File: src/rtl/sort_engine_nb_pkg.sv
// Shared definitions for the odd-even transposition sorter: FSM encodings and
// a constant clog2 helper used to size the phase counter.
package sort_engine_nb_pkg;

  localparam logic [1:0] StIdle   = 2'd0;
  localparam logic [1:0] StEven   = 2'd1;
  localparam logic [1:0] StOdd    = 2'd2;
  localparam logic [1:0] StFinish = 2'd3;

  // Ceiling log2; returns 0 for inputs of 0 or 1.
  function automatic int unsigned sort_clog2(input int unsigned value);
    int unsigned res;
    res = 0;
    while ((64'd1 << res) < 64'(value)) begin
      res++;
    end
    return res;
  endfunction

endpackage

File: src/rtl/sort_engine_nb_cmp_swap.sv
// Combinational compare-exchange cell. lo/hi are the pair as it should sit at
// positions i and i+1 after the exchange; equal values never swap.
module cmp_swap_nb #(
  parameter int unsigned W    = 4,
  parameter bit          DESC = 1'b0
) (
  input  logic [W-1:0] a,
  input  logic [W-1:0] b,
  output logic [W-1:0] lo,
  output logic [W-1:0] hi,
  output logic         swap
);

  // Order the pair and flag whether an exchange happened.
  always_comb begin
    swap = DESC ? (a < b) : (a > b);
    lo   = swap ? b : a;
    hi   = swap ? a : b;
  end

endmodule

File: src/rtl/sort_engine_nb.sv
// Self-sequencing odd-even transposition sorter. Loads N elements in parallel,
// sorts in place one compare-exchange phase per clock on start, exits early
// once two consecutive phases make no swaps, then pulses done for one cycle.
module sort_engine_nb
  import sort_engine_nb_pkg::*;
#(
  parameter int unsigned N    = 4,
  parameter int unsigned W    = 4,
  parameter bit          DESC = 1'b0,
  parameter int unsigned PW   = sort_clog2(N + 1)
) (
  input  logic          clk,
  input  logic          clr,
  input  logic          load,
  input  logic          start,
  input  logic [N*W-1:0] d_in,
  output logic [N*W-1:0] d_out,
  output logic          busy,
  output logic          done,
  output logic [PW-1:0] phase_cnt
);

  logic [N-1:0][W-1:0] arr_q, arr_d;
  logic [N-1:0][W-1:0] even_arr, odd_arr;
  logic [N/2-1:0]      even_swap, odd_swap;
  logic [1:0]          state_q, state_d;
  logic [PW-1:0]       cnt_q, cnt_d;
  logic                prev_swap_q, prev_swap_d;
  logic                phase_swap;
  logic                terminate;

  // Even phase cells: pairs (0,1), (2,3), ...
  for (genvar p = 0; p < N / 2; p++) begin : g_even
    cmp_swap_nb #(
      .W    (W),
      .DESC (DESC)
    ) u_cell (
      .a    (arr_q[2*p]),
      .b    (arr_q[2*p+1]),
      .lo   (even_arr[2*p]),
      .hi   (even_arr[2*p+1]),
      .swap (even_swap[p])
    );
  end

  // Odd phase cells: pairs (1,2), ..., (N-3,N-2); none when N == 2.
  for (genvar p = 0; p < N / 2 - 1; p++) begin : g_odd
    cmp_swap_nb #(
      .W    (W),
      .DESC (DESC)
    ) u_cell (
      .a    (arr_q[2*p+1]),
      .b    (arr_q[2*p+2]),
      .lo   (odd_arr[2*p+1]),
      .hi   (odd_arr[2*p+2]),
      .swap (odd_swap[p])
    );
  end

  // End elements are untouched by an odd phase; spare swap bit keeps widths uniform.
  assign odd_arr[0]         = arr_q[0];
  assign odd_arr[N-1]       = arr_q[N-1];
  assign odd_swap[N/2-1]    = 1'b0;

  // Next-state, array and counter update.
  always_comb begin
    state_d     = state_q;
    arr_d       = arr_q;
    cnt_d       = cnt_q;
    prev_swap_d = prev_swap_q;
    phase_swap  = 1'b0;
    terminate   = 1'b0;
    case (state_q)
      StIdle: begin
        if (load) begin
          arr_d = d_in;
        end else if (start) begin
          cnt_d   = '0;
          state_d = StEven;
        end
      end
      StEven, StOdd: begin
        phase_swap  = (state_q == StEven) ? |even_swap : |odd_swap;
        arr_d       = (state_q == StEven) ? even_arr : odd_arr;
        cnt_d       = cnt_q + PW'(1);
        prev_swap_d = phase_swap;
        // prev_swap_q is only meaningful once a previous phase of this sort exists.
        terminate   = (cnt_d == PW'(N)) ||
                      ((cnt_d >= PW'(2)) && !phase_swap && !prev_swap_q);
        if (terminate) begin
          state_d = StFinish;
        end else begin
          state_d = (state_q == StEven) ? StOdd : StEven;
        end
      end
      default: begin
        state_d = StIdle;
      end
    endcase
  end

  // State registers with synchronous clear.
  always_ff @(posedge clk) begin
    if (clr) begin
      state_q     <= StIdle;
      arr_q       <= '0;
      cnt_q       <= '0;
      prev_swap_q <= 1'b0;
    end else begin
      state_q     <= state_d;
      arr_q       <= arr_d;
      cnt_q       <= cnt_d;
      prev_swap_q <= prev_swap_d;
    end
  end

  assign d_out     = arr_q;
  assign phase_cnt = cnt_q;
  assign busy      = (state_q == StEven) || (state_q == StOdd);
  assign done      = (state_q == StFinish);

endmodule

File: config.mk
export PLATFORM = sky130hd
export DESIGN_NAME = sort_engine_nb
export DESIGN_NICKNAME = d
export VERILOG_FILES = /design/src/rtl/sort_engine_nb_pkg.sv /design/src/rtl/sort_engine_nb_cmp_swap.sv /design/src/rtl/sort_engine_nb.sv
export SDC_FILE = /design/constraint.sdc
export NUM_CORES = 1
export LEC_CHECK = 0
export CAP_MARGIN = 20
export CORE_ASPECT_RATIO = 0.9
export CORE_MARGIN = 1.5
export CORE_UTILIZATION = 35
export CTS_CLUSTER_SIZE = 28
export DETAILED_ROUTE_END_ITERATION = 8
export GPL_TIMING_DRIVEN = 0
export PLACE_DENSITY = 0.67
export SLEW_MARGIN = 15
export SYNTH_ARGS = -nofsm -noshare
export SYNTH_HDL_FRONTEND = slang
export SYNTH_SLANG_ARGS = --single-unit
File: constraint.sdc
create_clock -name clk -period 5.05 [get_ports clk]
set_input_delay 1.515 -clock clk [delete_from_list [all_inputs] [get_ports clk]]
set_output_delay 1.515 -clock clk [all_outputs]
set_load 0.02 [all_outputs]
# Yosys cells after proc, flatten, opt, wreduce, memory -nomap -nowiden
# Index checks and enable logic that the tools add are counted.
# W data, S select, Z words.
op_classes:
  addsub: 1
  n_lt_le_gt_ge: 4
  eq_ne: 13
  n_mux: 18
  n_reduce_logical: 16
op_table:
  columns: ["op", "n"]
  rows:
  - ["$mux W16", 2]
  - ["$pmux W16 S2", 1]
  - ["$mux W4", 6]
  - ["$reduce_and A4 Y1", 4]
  - ["$gt A4 B4 Y1", 3]
  - ["$ne A3 B2 Y1 const B", 3]
  - ["$mux W2", 4]
  - ["$ne A2 B2 Y1 const B", 4]
  - ["$mux W3", 2]
  - ["$pmux W3 S2", 1]
  - ["$eq A2 B2 Y1 const B", 2]
  - ["$ne A2 B1 Y1 const B", 2]
  - ["$pmux W2 S2", 1]
  - ["$reduce_or A2 Y1", 2]
  - ["$add A3 B1 Y3 const B", 1]
  - ["$eq A3 B3 Y1 const B", 1]
  - ["$ge A3 B2 Y1 const B", 1]
  - ["$reduce_and A3 Y1", 1]
  - ["$eq A2 B1 Y1 const B", 1]
  - ["$logic_and A1 B1 Y1", 2]
  - ["$logic_not A1 Y1", 2]
  - ["$logic_not A2 Y1", 1]
  - ["$logic_or A1 B1 Y1", 2]
  - ["$reduce_and A2 Y1", 1]
  - ["other kinds (2)", 2]
totals:
  ff_bits: 22
  inputBits: 20
  output_inout_bits: 21
  elab_cells: 59

# Depth between registers and ports, before layout
logic_depth:
  depth_word: 9
  ltp_mapped: 8
  depth_no_buf: 7

# Cells and area by module
# A second synthesis with hierarchy kept.
unflattened:
  cells_unflattened: 218
  area_unflattened_um2: 1930.6
modules_own_cells:
  columns: ["mod", "n_inst", "cells_each", "area_each_um2", "seq_area_each_um2"]
  rows:
  - ["sort_engine_nb", 1, 155, 1315.0, 440.4]
  - ["cmp_swap_nb", 3, 21, 205.2, 0.0]

# Least setup slack after synthesis
# OpenSTA, ideal clock, no wires.
synth_timing:
  path_kind: "input port to flip-flop"
  start: "in load"
  end: "reg arr_q (netlist bit d_out[12])"
  setup_ns: 0.140
  arrival_time_ns: 2.387
  t_required_ns: 4.910
  path_slack_ns: 2.523
  cell_stages: 5
  n_path_buf: 0
  path_cell_list: "nor2b_4 > or2_1 > a2111oi_4 > or2_2 > a311oi_1"
synth_via:
  elab_chain_cells: 2
synth_rtl:
  columns: ["element", "line", "source"]
  rows:
  - ["start: declaration", "sort_engine_nb.sv:14", "input logic load,"]
  - ["$ne A2 B2 Y1 (no source line)", null, null]
  - ["$reduce_and A4 Y1 (no source line)", null, null]
  - ["end signal: assignment", "sort_engine_nb.sv:111", "arr_q <= arr_d;"]
  - ["end: declaration", "sort_engine_nb.sv:23", "logic [N-1:0][W-1:0] arr_q, arr_d;"]
# Every way passes these cells.
# A chain may end at the register's enable or synchronous reset.

# Final worst setup path
layout_timing:
  start: "reg state_q[1]"
  end: "out busy"
layout_via:
  elab_chain_cells: 2
  elab_cells_between_ends: 3
  cone_classes: "2 x eq/ne; 1 x reduce/logical"
layout_rtl:
  columns: ["element", "line", "source"]
  rows:
  - ["start: declaration", "sort_engine_nb.sv:26", "logic [1:0] state_q, state_d;"]
  - ["start signal: assignment", "sort_engine_nb.sv:105", "state_q <= StIdle;"]
  - ["start signal: assignment", "sort_engine_nb.sv:110", "state_q <= state_d;"]
  - ["$eq A2 B1 Y1 or $eq A2 B2 Y1 (tied branches)", "sort_engine_nb.sv:119", "assign busy = (state_q == StEven) || (state_q == StOdd);"]
  - ["$logic_or A1 B1 Y1 (*)", "sort_engine_nb.sv:119", null]
  - ["end: declaration", "sort_engine_nb.sv:18", "output logic busy,"]
# Every way passes the cells marked *; elsewhere a longest branch is shown, timed or not.

==> flow_metrics.tcl <==
set metrics [dict create \
    dr.pass1.iters 4 \
    synth_edf_count 0 \
    cts_buffers 3 \
    syn_avg_cell_area_sq_um 8.60 \
    hold_buffers 0 \
    cellPowerDensity_nw_per_um2 480 \
    viasPerCell 5.54 \
    path_class "flip-flop to output pin" \
    multiInputGateArea_sq_um 1250 \
    boundaryPins 41 \
    regArea_sq_um 440 \
    io_buffers 40 \
    design_power_total_uw 1120 \
    yosysTopAreaCell "dfxtp_1" \
    drive_above_1_share_pct 9.84 \
    slew_headroom_pct 59.9 \
    rrSetupSlack_ns 2.83 \
    dp.cells 315 \
    die_h_um 71.1 \
    cts.repair.resized 0 \
    yosys-top-cells-area "dfxtp_1 24%, ha_1 15%, a21oi_1 4.4%, mux2i_1 4.4%, a311oi_1 3.9%" \
    clkSinkCount 22 \
    design.die.area_sq_um 5600 \
    hold_class "flip-flop to flip-flop" \
    vias 1768 \
    cp-start-kind "flip-flop" \
    grt_max_degree 13 \
    synth_cell_types 47 \
    setup_viol 0 \
    placeableCoreArea_sq_um 4890 \
    fin_crit_sh_pct 68.3 \
    dpl.hpwl_um 3830 \
    fill_cells 491 \
    grt_pass1_vias 1629 \
    tns_ns 0 \
    hold_slack_ns 0.460 \
    worstPathRequired_ns 3.54 \
    syn-num-nets 252 \
    die_w_um 78.7 \
    final_core_util_pct 47.9 \
    cap_viol_max_count 0 \
    seq_area_frac_synth_pct 24.4 \
    skew_ns 0.00400 \
    drt_iter0_markers 133 \
    wl_um 4980 \
    cp_max_fo 7 \
    min-delay-start "prev_swap_q" \
    grt_usage_pct 18.6 \
    final.min_clock_period_ns 3.45 \
    tightest_slew_ns 0.601 \
    initial_core_util_pct 36.9 \
    clk_pin_slew_ns 0.08 \
    synth.cell_area_sq_um 1810 \
    critPathMaxStageDelay_ns 0.65 \
    final-hold-violation-count 0 \
    area_delta_synth_final_pct 29.7 \
    htree_levels 1 \
    drc_errors 0 \
    insertion_delay_ns 0.27 \
    overflow 0 \
    critPathCaptureType "output pin" \
    ant_nets 0 \
    antenna_found_initial 0 \
    ys_top_cells_by_count "22 x dfxtp_1, 22 x ha_1, 17 x inv_1, 16 x a21oi_1, 14 x nand3_1" \
    nNetsFinal 297 \
    outcome "finished, final reports clean" \
    max_freq_mhz 290 \
    netlist.area_leader.share_pct 24.4 \
    yosys_warnings 0 \
    cts_root_buf "clkbuf_8" \
    ys_seq_elements 22 \
    fin_cells 319 \
    p_leak_uw 0.000882 \
    critPathArrivalTime_ns 1.93 \
    synthFlopType "dfxtp_1" \
    rows 24 \
    synthCells 210 \
    tritoncts "built" \
    max-vdd-ir-drop_v 0.000265 \
    avgRoutedWirePerCell_um 15.6 \
    clockBufferDepth 2 \
    diodes 0 \
    cts_setup_buffers 0 \
    path_cells "inv_1 -> ha_1 -> clkdlybuf4s50_1" \
    gp_congestion 0.822 \
    crit_family "buffers and inverters" \
    final_max_slew_viol_count 0 \
    grt_pass1_wl_um 8110 \
    rr_startpoint "d_out[11]" \
    async_reset_ff_share_pct 0 \
    rsz0062_at_grt "false" \
    startpoint "state_q[1]" \
    cpMaxStageDelayCell "clkdlybuf4s50_1" \
    path_buf_inv 2 \
]
-- where the power goes --
group,switching [uW],internal (uW)
clock network,62.7,69.7
registers,63.5,220
logic,407,300
total,533,590
-- logic make-up after synthesis --
logic type,synth area share (%)
AND/OR/NAND/NOR,19.3
AO/OA/AOI/OAI,29.9
buffers and inverters,6.24
adder cells (fa/ha/maj),15.2
flip-flops,24.4
multiplexers,4.44
XOR/XNOR,0.485
-- tightest hold or removal path: cells and delay by family (launching register included) --
kind             cells  cell delay (ns)
AO/OA/AOI/OAI        1             0.05
AND/OR/NAND/NOR      1             0.05
flip-flops           1             0.32
-- per-stage QoR --
stage	instance area, sq um	setup slack [ns]
after floorplan	1810	2.52
after global placement	2290	1.84
after detailed placement	2290	1.83
after CTS	2340	1.60
after global routing	2340	1.49
final	2340	1.60
-- routing by layer --
metal / track usage [%] / vias to the layer above / wire length [um]
li1: - / 872 / -
met1: 26.9 / 842 / 2410
met2: 28.4 / 50 / 2250
met3: 2.32 / 4 / 260
met4: 6.35 / 0 / 63
met5: 0 / - / 0
-- worst paths after layout --
path                       to  cells past startpoint
hold reg to reg   prev_swap_q                      2
setup / recovery         busy                      3
hold / removal    prev_swap_q                      2
setup reg to reg    d_out[10]                      8
-- flip-flops by register name, indices dropped and copies added (netlist names) --
register	flops
state_q	2
phase_cnt	3
d_out	16
prev_swap_q	1
-- cells in the final DEF, fill, tap and decap left out, types with 2 or more instances in the layout --
master / Yosys / routed
a21oi_1: 16 / 16
o21ai_0: 4 / 4
ha_1: 22 / 22
o211ai_1: 2 / 2
mux2i_1: 8 / 8
nor2b_1: 4 / 4
nand3_1: 14 / 14
nor2_1: 12 / 12
and4_1: 2 / 2
a211o_1: 5 / 5
buf_2: 3 / 3
and2_1: 3 / 3
inv_1: 17 / 17
a311oi_1: 8 / 8
nand2_1: 11 / 11
clkbuf_8: 0 / 4
o31ai_2: 4 / 4
clkdlybuf4s50_1: 0 / 40
dfxtp_1: 22 / 22
a211oi_1: 9 / 9
or4_1: 2 / 2
clkbuf_1: 6 / 6
nor3_1: 9 / 9
a31oi_2: 2 / 2
-- cell type report --
type                            instances  share of cell area [%]
Timing Repair Buffer                   40                    17.1
Buffer                                 10                    1.92
Sequential cell                        22                    18.8
Clock buffer                            4                    2.35
Inverter                               18                    2.88
Multi-Input combinational cell        160                    53.5
Tap cell                               65                    3.47
No activity file was read; power rests on OpenSTA's default activity.
